==> src/rtl/register_file_sb.sv <==
// Parametrised register file with a hardware clear sequencer and a per-register
// pending-write scoreboard used by decode for RAW hazard detection.
module register_file_sb #(
    parameter int XLEN   = 32,
    parameter int AW     = 5,
    parameter bit BYPASS = 1'b1
) (
    input  logic            clk,
    input  logic            reset,
    input  logic            we3,
    input  logic [AW-1:0]   wa3,
    input  logic [XLEN-1:0] wd3,
    input  logic [AW-1:0]   ra1,
    input  logic [AW-1:0]   ra2,
    output logic [XLEN-1:0] rd1,
    output logic [XLEN-1:0] rd2,
    input  logic            iss_valid,
    input  logic [AW-1:0]   iss_rd,
    output logic            pend1,
    output logic            pend2,
    output logic            ready
);

    localparam int NREGS = 2 ** AW;

    typedef enum logic {
        CLEAR,
        RUN
    } state_e;

    state_e            state_q, state_d;
    logic [AW-1:0]     clrIdx_q, clrIdx_d;
    logic [NREGS-1:0]  pend_q, pend_d;
    logic [XLEN-1:0]   regs_q [NREGS];

    logic              regWe;
    logic [AW-1:0]     regWa;
    logic [XLEN-1:0]   regWd;
    logic              running;
    logic              hit1, hit2;

    // During CLEAR the sequencer owns the write port; in RUN writeback does.
    always_comb begin
        state_d  = state_q;
        clrIdx_d = clrIdx_q;
        pend_d   = pend_q;
        regWe    = 1'b0;
        regWa    = wa3;
        regWd    = wd3;
        case (state_q)
            CLEAR: begin
                regWe    = 1'b1;
                regWa    = clrIdx_q;
                regWd    = '0;
                clrIdx_d = clrIdx_q + 1'b1;
                if (clrIdx_q == AW'(NREGS - 1)) begin
                    state_d = RUN;
                end
            end
            RUN: begin
                regWe = we3 && (wa3 != '0);
                if (we3) begin
                    pend_d[wa3] = 1'b0;
                end
                // Applied after the clear so a new producer supersedes the retiring one.
                if (iss_valid && (iss_rd != '0)) begin
                    pend_d[iss_rd] = 1'b1;
                end
            end
            default: state_d = CLEAR;
        endcase
    end

    always_ff @(posedge clk) begin
        if (reset) begin
            state_q  <= CLEAR;
            clrIdx_q <= '0;
            pend_q   <= '0;
        end else begin
            state_q  <= state_d;
            clrIdx_q <= clrIdx_d;
            pend_q   <= pend_d;
        end
    end

    always_ff @(posedge clk) begin
        if (!reset && regWe) begin
            regs_q[regWa] <= regWd;
        end
    end

    assign running = (state_q == RUN) && !reset;
    assign ready   = running;
    assign hit1    = BYPASS && we3 && (wa3 == ra1);
    assign hit2    = BYPASS && we3 && (wa3 == ra2);

    // A forwarded writeback both supplies the data and hides the retiring pending bit.
    always_comb begin
        rd1   = '0;
        rd2   = '0;
        pend1 = 1'b0;
        pend2 = 1'b0;
        if (running && (ra1 != '0)) begin
            rd1   = hit1 ? wd3 : regs_q[ra1];
            pend1 = pend_q[ra1] && !hit1;
        end
        if (running && (ra2 != '0)) begin
            rd2   = hit2 ? wd3 : regs_q[ra2];
            pend2 = pend_q[ra2] && !hit2;
        end
    end

endmodule

==> config.mk <==
export PLATFORM = sky130hd
export DESIGN_NAME = register_file_sb
export DESIGN_NICKNAME = d
export VERILOG_FILES = /design/src/rtl/register_file_sb.sv
export SDC_FILE = /design/constraint.sdc
export NUM_CORES = 1
export LEC_CHECK = 0
export CAP_MARGIN = 20
export CORE_MARGIN = 2
export CORE_UTILIZATION = 35
export CTS_CLUSTER_SIZE = 16
export DETAILED_ROUTE_END_ITERATION = 7
export GPL_ROUTABILITY_DRIVEN = 1
export PLACE_DENSITY = 0.48
export SYNTH_ARGS = -nofsm -noshare
export SYNTH_HDL_FRONTEND = slang
export SYNTH_SLANG_ARGS = --single-unit
==> constraint.sdc <==
create_clock -name clk -period 7.1 [get_ports clk]
set_clock_uncertainty 0.05 [all_clocks]
set_input_delay 1.42 -clock clk [delete_from_list [all_inputs] [get_ports clk]]
set_output_delay 1.42 -clock clk [all_outputs]
set_load 0.01 [all_outputs]
==> impl_metrics.py, run 1 <==
metrics = {
    "run_status": {
        "status": "complete, no violations",
    },
    "min_path": {
        "hold_end": "pend_q[0]",
        "hold_path_depth": 1,
        "hp-class": "register to register",
        "min-delay-start": "pend_q[0]",
    },
    "timing": {
        "rsz0062_at_grt": "false",
        "setup_tns_ps": 0,
        "slew_violations": 0,
        "post-route-min-period_ps": 6380,
        "fmax_ghz": 0.157,
        "hold_viol_final": 0,
        "relSlewSlack_pct": 24.4,
        "tightest_slew_ps": 1130,
        "fin_ws_ps": 719,
        "setup_viol": 0,
        "fin_crit_sh_pct": 89.9,
    },
    "pwr": {
        "power.leakage_uw": 0.0186,
        "pwr-share-seq_pct": 49.1,
        "ir_worst_vdd_mv": 0.201,
        "p_int_uw": 10700,
        "p_switching_uw": 3190,
        "power.density_nw_per_um2": 236,
        "p_clk_share_pct": 43.1,
        "power_frac_comb_pct": 7.9,
        "swShare_pct": 22.9,
    },
    "setup_path": {
        "r2r_cells": 7,
        "criticalPathCategory": "primary input to output port",
        "r2r_setup_slack_ps": 2780,
        "arrival_ps": 4910,
        "regToRegEndpoint": "regs_q[12][17]",
        "cp.required_ps": 5630,
        "cp_max_fo": 13,
        "start_kind": "primary input",
        "worstSetupEndpointType": "output port",
        "crit-reg2reg-launch": "state_q",
    },
    "global_routing": {
        "grt_pass1_wl_microns": 228000,
        "overflow": 0,
        "grt_pass1_vias": 29815,
        "grt_max_degree": 94,
        "antenna_found_initial": 6,
        "grtUsageTotal_pct": 21.9,
    },
    "yosys": {
        "synth_flop_cell": "edfxtp_1",
        "async_flop_share_pct": 0,
        "syn_nets": 2748,
        "synth.distinct_cells": 47,
        "postSynthAreaPerCell_sq_um": 19.0,
        "synth_warnings": 0,
        "netlist_area_sq_um": 51000,
        "yosysSeqAreaShare_pct": 61.7,
        "synth_edf_count": 1024,
        "syn_inst": 2690,
        "ys_seq_elements": 1062,
    },
    "drt": {
        "antenna_left": 0,
        "vias": 28470,
        "post_drt_wl_per_cell_microns": 33.7,
        "drt_iter0_markers": 3037,
        "drcViolationCount": 0,
        "firstDrtPassIters": 6,
        "viasPerCell": 5.88,
        "routed_wl_microns": 163000,
    },
    "floorplan": {
        "rows": 140,
        "die_w_microns": 386,
        "io_pins": 123,
        "core_sq_um": 145000,
        "die_area_sq_um": 149000,
        "die_h_microns": 386,
        "start_util_pct": 35.1,
    },
    "place": {
        "dp_slack_ps": 781,
        "place_area_sq_um": 54900,
        "hpwl_microns": 94900,
        "io_buffer_count": 122,
        "gp_congestion": 0.792,
    },
    "cts": {
        "clkLatencyLatePin_ps": 720,
        "cts_resized": 0,
        "cts_setup_buffers": 0,
        "cts_sinks": 1062,
        "hold_buffers": 0,
        "cts.path.max_buffers": 3,
        "cts-root-buf": "clkbuf_16",
        "htreeDepth": 3,
        "path_clk_slew_ps": 50,
        "cts_buffers": 116,
        "tritoncts": "done",
    },
    "cells_and_area": {
        "fillCellCount": 12755,
        "syn_to_final_growth_pct": 15.6,
        "fin_area_sq_um": 59000,
        "drive_gt1_share_pct": 28.8,
        "final_nets": 2880,
        "final_core_util_pct": 40.6,
    },
    "run": {
        "cap_violations": 0,
    },
}
==> layout by cell type, fill, tap and decap left out, drive strengths merged, types with 2 or more instances in the layout <==
cell,Yosys,routed
edfxtp,1024,1024
mux4,520,520
mux2i,398,398
clkbuf,54,146
nor2,115,115
clkdlybuf4s50,0,114
buf,157,107
nor3,67,67
o22ai,63,63
clkinv,0,56
nand2,52,52
o21ai,41,41
dfxtp,38,38
and2,32,32
a21oi,32,32
nor2b,12,12
xnor2,12,12
bufinv,0,11
nand3,8,8
a221oi,8,8
nor3b,7,7
inv,5,7
nand2b,5,5
diode,0,4
or2,4,4
a211oi,4,4
a22oi,4,4
nand4,3,3
nand3b,3,3
clkinvlp,0,3
and3,2,2
a22o,2,2
o211ai,2,2
o2111a,2,2
ha,2,2
==> worst max path at each step <==
stage / start / to / slack [ps] / cells after the start
3_3_place_gp: ra1[3] / rd1[0] / 810 / 8
6_report: ra1[3] / rd1[0] / 720 / 8
2_1_floorplan: we3 / regs_q[10][0] / 2730 / 6
5_1_grt: ra1[3] / rd1[0] / 640 / 8
4_1_cts: ra1[3] / rd1[0] / 770 / 8
3_5_place_dp: ra1[3] / rd1[0] / 780 / 8
==> cell usage after synthesis, types with 2 or more instances <==
library cell / number / area [sq um]
edfxtp_1: 1024 / 30700
mux4_2: 520 / 11700
mux2i_1: 398 / 3980
nor2_1: 115 / 432
buf_2: 74 / 370
nor3_1: 67 / 335
o22ai_1: 63 / 394
clkbuf_1: 54 / 203
nand2_1: 52 / 195
dfxtp_1: 38 / 761
o21ai_0: 35 / 175
a21oi_1: 32 / 160
and2_1: 32 / 200
buf_1: 28 / 105
buf_4: 28 / 210
buf_6: 26 / 293
nor2b_1: 12 / 75.1
xnor2_1: 12 / 105
a221oi_1: 8 / 70.1
nand3_1: 8 / 40.0
nor3b_1: 7 / 52.6
o21ai_1: 6 / 30.0
inv_1: 5 / 18.8
nand2b_1: 5 / 31.3
a211oi_1: 4 / 30.0
a22oi_1: 4 / 30.0
or2_2: 4 / 25.0
nand3b_1: 3 / 22.5
nand4_1: 3 / 18.8
a22o_1: 2 / 17.5
and3_1: 2 / 12.5
ha_1: 2 / 25.0
o2111a_1: 2 / 22.5
o211ai_1: 2 / 15.0
==> registers in the layout, summed over array words and instances, names as in the netlist <==
register  flops
clrIdx_q      5
state_q       1
pend_q       32
regs_q     1024
==> worst max-delay path: stages <==
cell and delay, ps:
clkdlybuf4s50_1 820, xnor2_1 210, nand4_1 300, o21ai_4 740, buf_4 400, o22ai_1 200
nor3_1 230, clkdlybuf4s50_1 570
==> per-layer routing <==
layer / global-route usage, % / share of wire (%) / vias up
met5: 0 / 0 / -
met2: 36.2 / 49 / 1059
li1: - / - / 11687
met3: 2.88 / 5.9 / 212
met1: 30.1 / 43 / 15512
met4: 6.32 / 2.4 / 0
==> cells by family (layout without fill, tap and decap cells) <==
family                   after synthesis  after routing  synth area share [%]
AND/OR/NAND/NOR                      317            317                  2.93
XOR/XNOR                              12             12                 0.206
buffers and inverters                216            444                  2.38
adder cells (fa/ha/maj)                2              2                0.0490
other                                  0              4                     0
flip-flops                          1062           1062                  61.7
AO/OA/AOI/OAI                        162            162                  1.93
multiplexers                         919            919                  30.8
==> cell type report <==
cell class	instances	area, sq um	share of cell area, %
Sequential cell	1062	31500	53.4
Multi-Input combinational cell	1412	18600	31.6
Clock buffer	142	3060	5.19
Timing Repair Buffer	225	2740	4.64
Tap cell	1917	2400	4.06
Clock inverter	72	656	1.11
Inverter	5	18.8	0.0318
Antenna cell	4	10.0	0.0170
==> per-stage QoR <==
stage / cells / hold slack, ps / power [uW]
after floorplan: 2690 / 410 / 7690
after global placement: 4606 / 422 / 8070
after detailed placement: 4606 / 432 / 8070
after CTS: 4820 / 439 / 14100
after global routing: 4835 / 465 / 14300
final: 4839 / 441 / 13900
==> power groups by stage <==
| stage | clock network, uW | registers (uW) | logic, uW |
|---|---|---|---|
| 2_1_floorplan | 0 | 6950 | 733 |
| 3_3_place_gp | 0 | 6960 | 1110 |
| 3_5_place_dp | 0 | 6960 | 1110 |
| 4_1_cts | 6110 | 6830 | 1110 |
| 5_1_grt | 6340 | 6830 | 1160 |
| 6_report | 5990 | 6830 | 1090 |
Note: power is estimated with default switching activity, not from simulation.
==> run 2: changes to the inputs <==
--- a/config.mk
+++ b/config.mk
@@ -6,7 +6,7 @@
 export NUM_CORES = 1
 export LEC_CHECK = 0
 export CAP_MARGIN = 20
-export CORE_MARGIN = 2
+export CORE_MARGIN = 1.5
 export CORE_UTILIZATION = 35
 export CTS_CLUSTER_SIZE = 16
 export DETAILED_ROUTE_END_ITERATION = 7
==> run 2 against run 1 <==
  * Final area grew 0.24%
  * Largest power group unchanged
  * Combinational power about the same
  * Largest cell class unchanged
  * First-iteration DRC count down 11%
  * Critical endpoint is now rd2[21]
  * Die area fell by 0.52%
  * Worst setup slack improved by 230 ps
  * Cell count about the same
  * Wire length grew 0.93%
  * Flip-flop and latch count stayed put
==> impl_metrics.py, run 2 (synthesized netlist as in run 1, its figures left out) <==
metrics = {
    "run_status": {
        "status": "complete, no violations",
    },
    "cts": {
        "clkLatencyLatePin_ps": 720,
        "cts.path.max_buffers": 3,
        "cts_sinks": 1062,
        "tritoncts": "done",
        "cts_buffers": 120,
        "cts-root-buf": "clkbuf_16",
        "cts_resized": 0,
        "path_clk_slew_ps": 60,
        "htreeDepth": 3,
        "cts_setup_buffers": 0,
        "hold_buffers": 0,
    },
    "setup_path": {
        "cp_slowest_stage_delay_ps": 910,
        "worstSetupEndpointType": "output port",
        "criticalPathCategory": "primary input to output port",
        "cp_max_fo": 24,
        "r2r_setup_slack_ps": 2790,
        "regToRegEndpoint": "regs_q[1][19]",
        "slowest_stage": "or2_2",
        "arrival_ps": 4680,
        "cp.required_ps": 5630,
        "crit-reg2reg-launch": "state_q",
        "path_common_cell": "clkdlybuf4s50_1",
        "start_kind": "primary input",
        "path_cells": "clkdlybuf4s50_1, xnor2_1, nand4_1, or2_2, buf_4, nor2_1, nor3_1, clkdlybuf4s50_1",
        "r2r_cells": 6,
    },
    "drt": {
        "vias": 28407,
        "post_drt_wl_per_cell_microns": 34.0,
        "viasPerCell": 5.87,
        "drcViolationCount": 0,
        "drt_iter0_markers": 2697,
        "firstDrtPassIters": 5,
        "antenna_left": 0,
        "routed_wl_microns": 165000,
    },
    "cells_and_area": {
        "fillCellCount": 12612,
        "final_nets": 2901,
        "seq_area_sq_um": 31500,
        "layout_common_cells": "1024 x edfxtp_1, 520 x mux4_2, 398 x mux2i_1",
        "top_register": "regs_q",
        "reg_top3": "regs_q (1024), pend_q (32), clrIdx_q (5)",
        "syn_to_final_growth_pct": 15.9,
        "drive_gt1_share_pct": 29.0,
        "multi_input_area_sq_um": 18600,
        "mostFrequentLayoutCell": "edfxtp_1",
        "stdcell_count": 4841,
        "num_antenna_cells": 0,
        "largest_reg_flops": 1024,
        "final_core_util_pct": 41.0,
    },
    "timing": {
        "fmax_ghz": 0.163,
        "post-route-min-period_ps": 6150,
        "relSlewSlack_pct": 23.7,
        "setup_tns_ps": 0,
        "slew_violations": 0,
        "tightest_slew_ps": 1140,
        "rsz0062_at_grt": "false",
        "fin_crit_sh_pct": 86.7,
        "setup_viol": 0,
        "hold_viol_final": 0,
    },
    "global_routing": {
        "grt_pass1_wl_microns": 231000,
        "antenna_found_initial": 5,
        "overflow": 0,
        "grtUsageTotal_pct": 22.2,
        "grt_max_degree": 62,
        "grt_pass1_vias": 30241,
    },
    "pwr": {
        "power_frac_comb_pct": 7.8,
        "p_int_uw": 10900,
        "power.density_nw_per_um2": 238,
        "power.leakage_uw": 0.0188,
        "ir_worst_vdd_mv": 0.199,
        "pwr-share-seq_pct": 48.5,
        "p_switching_uw": 3170,
        "swShare_pct": 22.5,
        "power_uw": 14100,
        "p_clk_share_pct": 43.7,
    },
    "place": {
        "gp_congestion": 0.797,
        "io_buffer_count": 122,
        "dp.cells": 4609,
        "hpwl_microns": 94400,
    },
    "min_path": {
        "hp-class": "register to register",
        "hold_path_depth": 2,
        "min-delay-start": "pend_q[1]",
        "hold_end": "pend_q[1]",
    },
    "floorplan": {
        "die_area_sq_um": 148000,
        "rows": 139,
        "start_util_pct": 35.4,
        "die_h_microns": 385,
        "die_w_microns": 385,
        "core_sq_um": 144000,
        "io_pins": 123,
    },
    "run": {
        "cap_violations": 0,
    },
}
[run 2: cell count changes in the layout (fill, tap and decap cells not counted), sizes merged]
cell,delta
buf,+20
diode,-4
bufinv,+3
clkbuf,-2
clkinvlp,-1
[run 2: how the worst max path moves through the flow]
stage,start,end,depth (start not counted)
final,ra2[3],rd2[21],8
after detailed placement,ra2[3],rd2[21],8
after global routing,wa3[1],rd2[23],8
after global placement,wa3[1],rd1[6],7
after floorplan,we3,regs_q[10][0],6
after CTS,ra2[3],rd2[21],8
[run 2: area by class of cell]
| type | instances | area share, % |
|---|---|---|
| Clock inverter | 74 | 1.18 |
| Inverter | 5 | 0.0317 |
| Sequential cell | 1062 | 53.3 |
| Clock buffer | 143 | 5.29 |
| Multi-Input combinational cell | 1412 | 31.5 |
| Tap cell | 1903 | 4.03 |
| Timing Repair Buffer | 242 | 4.72 |
[run 2: power by group through the flow]
stage | Combinational, uW | Clock [uW] | Sequential, uW
after floorplan | 733 | 0 | 6950
after global placement | 1110 | 0 | 6960
after detailed placement | 1110 | 0 | 6960
after CTS | 1110 | 6280 | 6830
after global routing | 1160 | 6480 | 6830
final | 1090 | 6150 | 6830
[run 2: routing by layer]
| layer | global-route usage (%) | vias up | part of all wire (%) |
|---|---|---|---|
| li1 | - | 11705 | - |
| met1 | 30.3 | 15515 | 43 |
| met2 | 36.7 | 966 | 49 |
| met3 | 3.15 | 221 | 5.3 |
| met4 | 6.74 | 0 | 3.1 |
| met5 | 0 | - | 0 |
[run 2: critical path: cells and delay by family]
family | cells | cell delay (ps)
and+or+nand+nor | 4 | 1400
xor gates and xnor gates | 1 | 230
buffers and inverters | 3 | 1610
[run 2: stage by stage]
| step | setup WS (ps) | hold slack (ps) | cell area, sq um |
|---|---|---|---|
| 5_1_grt | 772 | 464 | 59100 |
| 2_1_floorplan | 2730 | 410 | 51000 |
| 3_3_place_gp | 501 | 421 | 54900 |
| 3_5_place_dp | 893 | 431 | 55000 |
| 4_1_cts | 898 | 440 | 58800 |
| 6_report | 947 | 441 | 59100 |
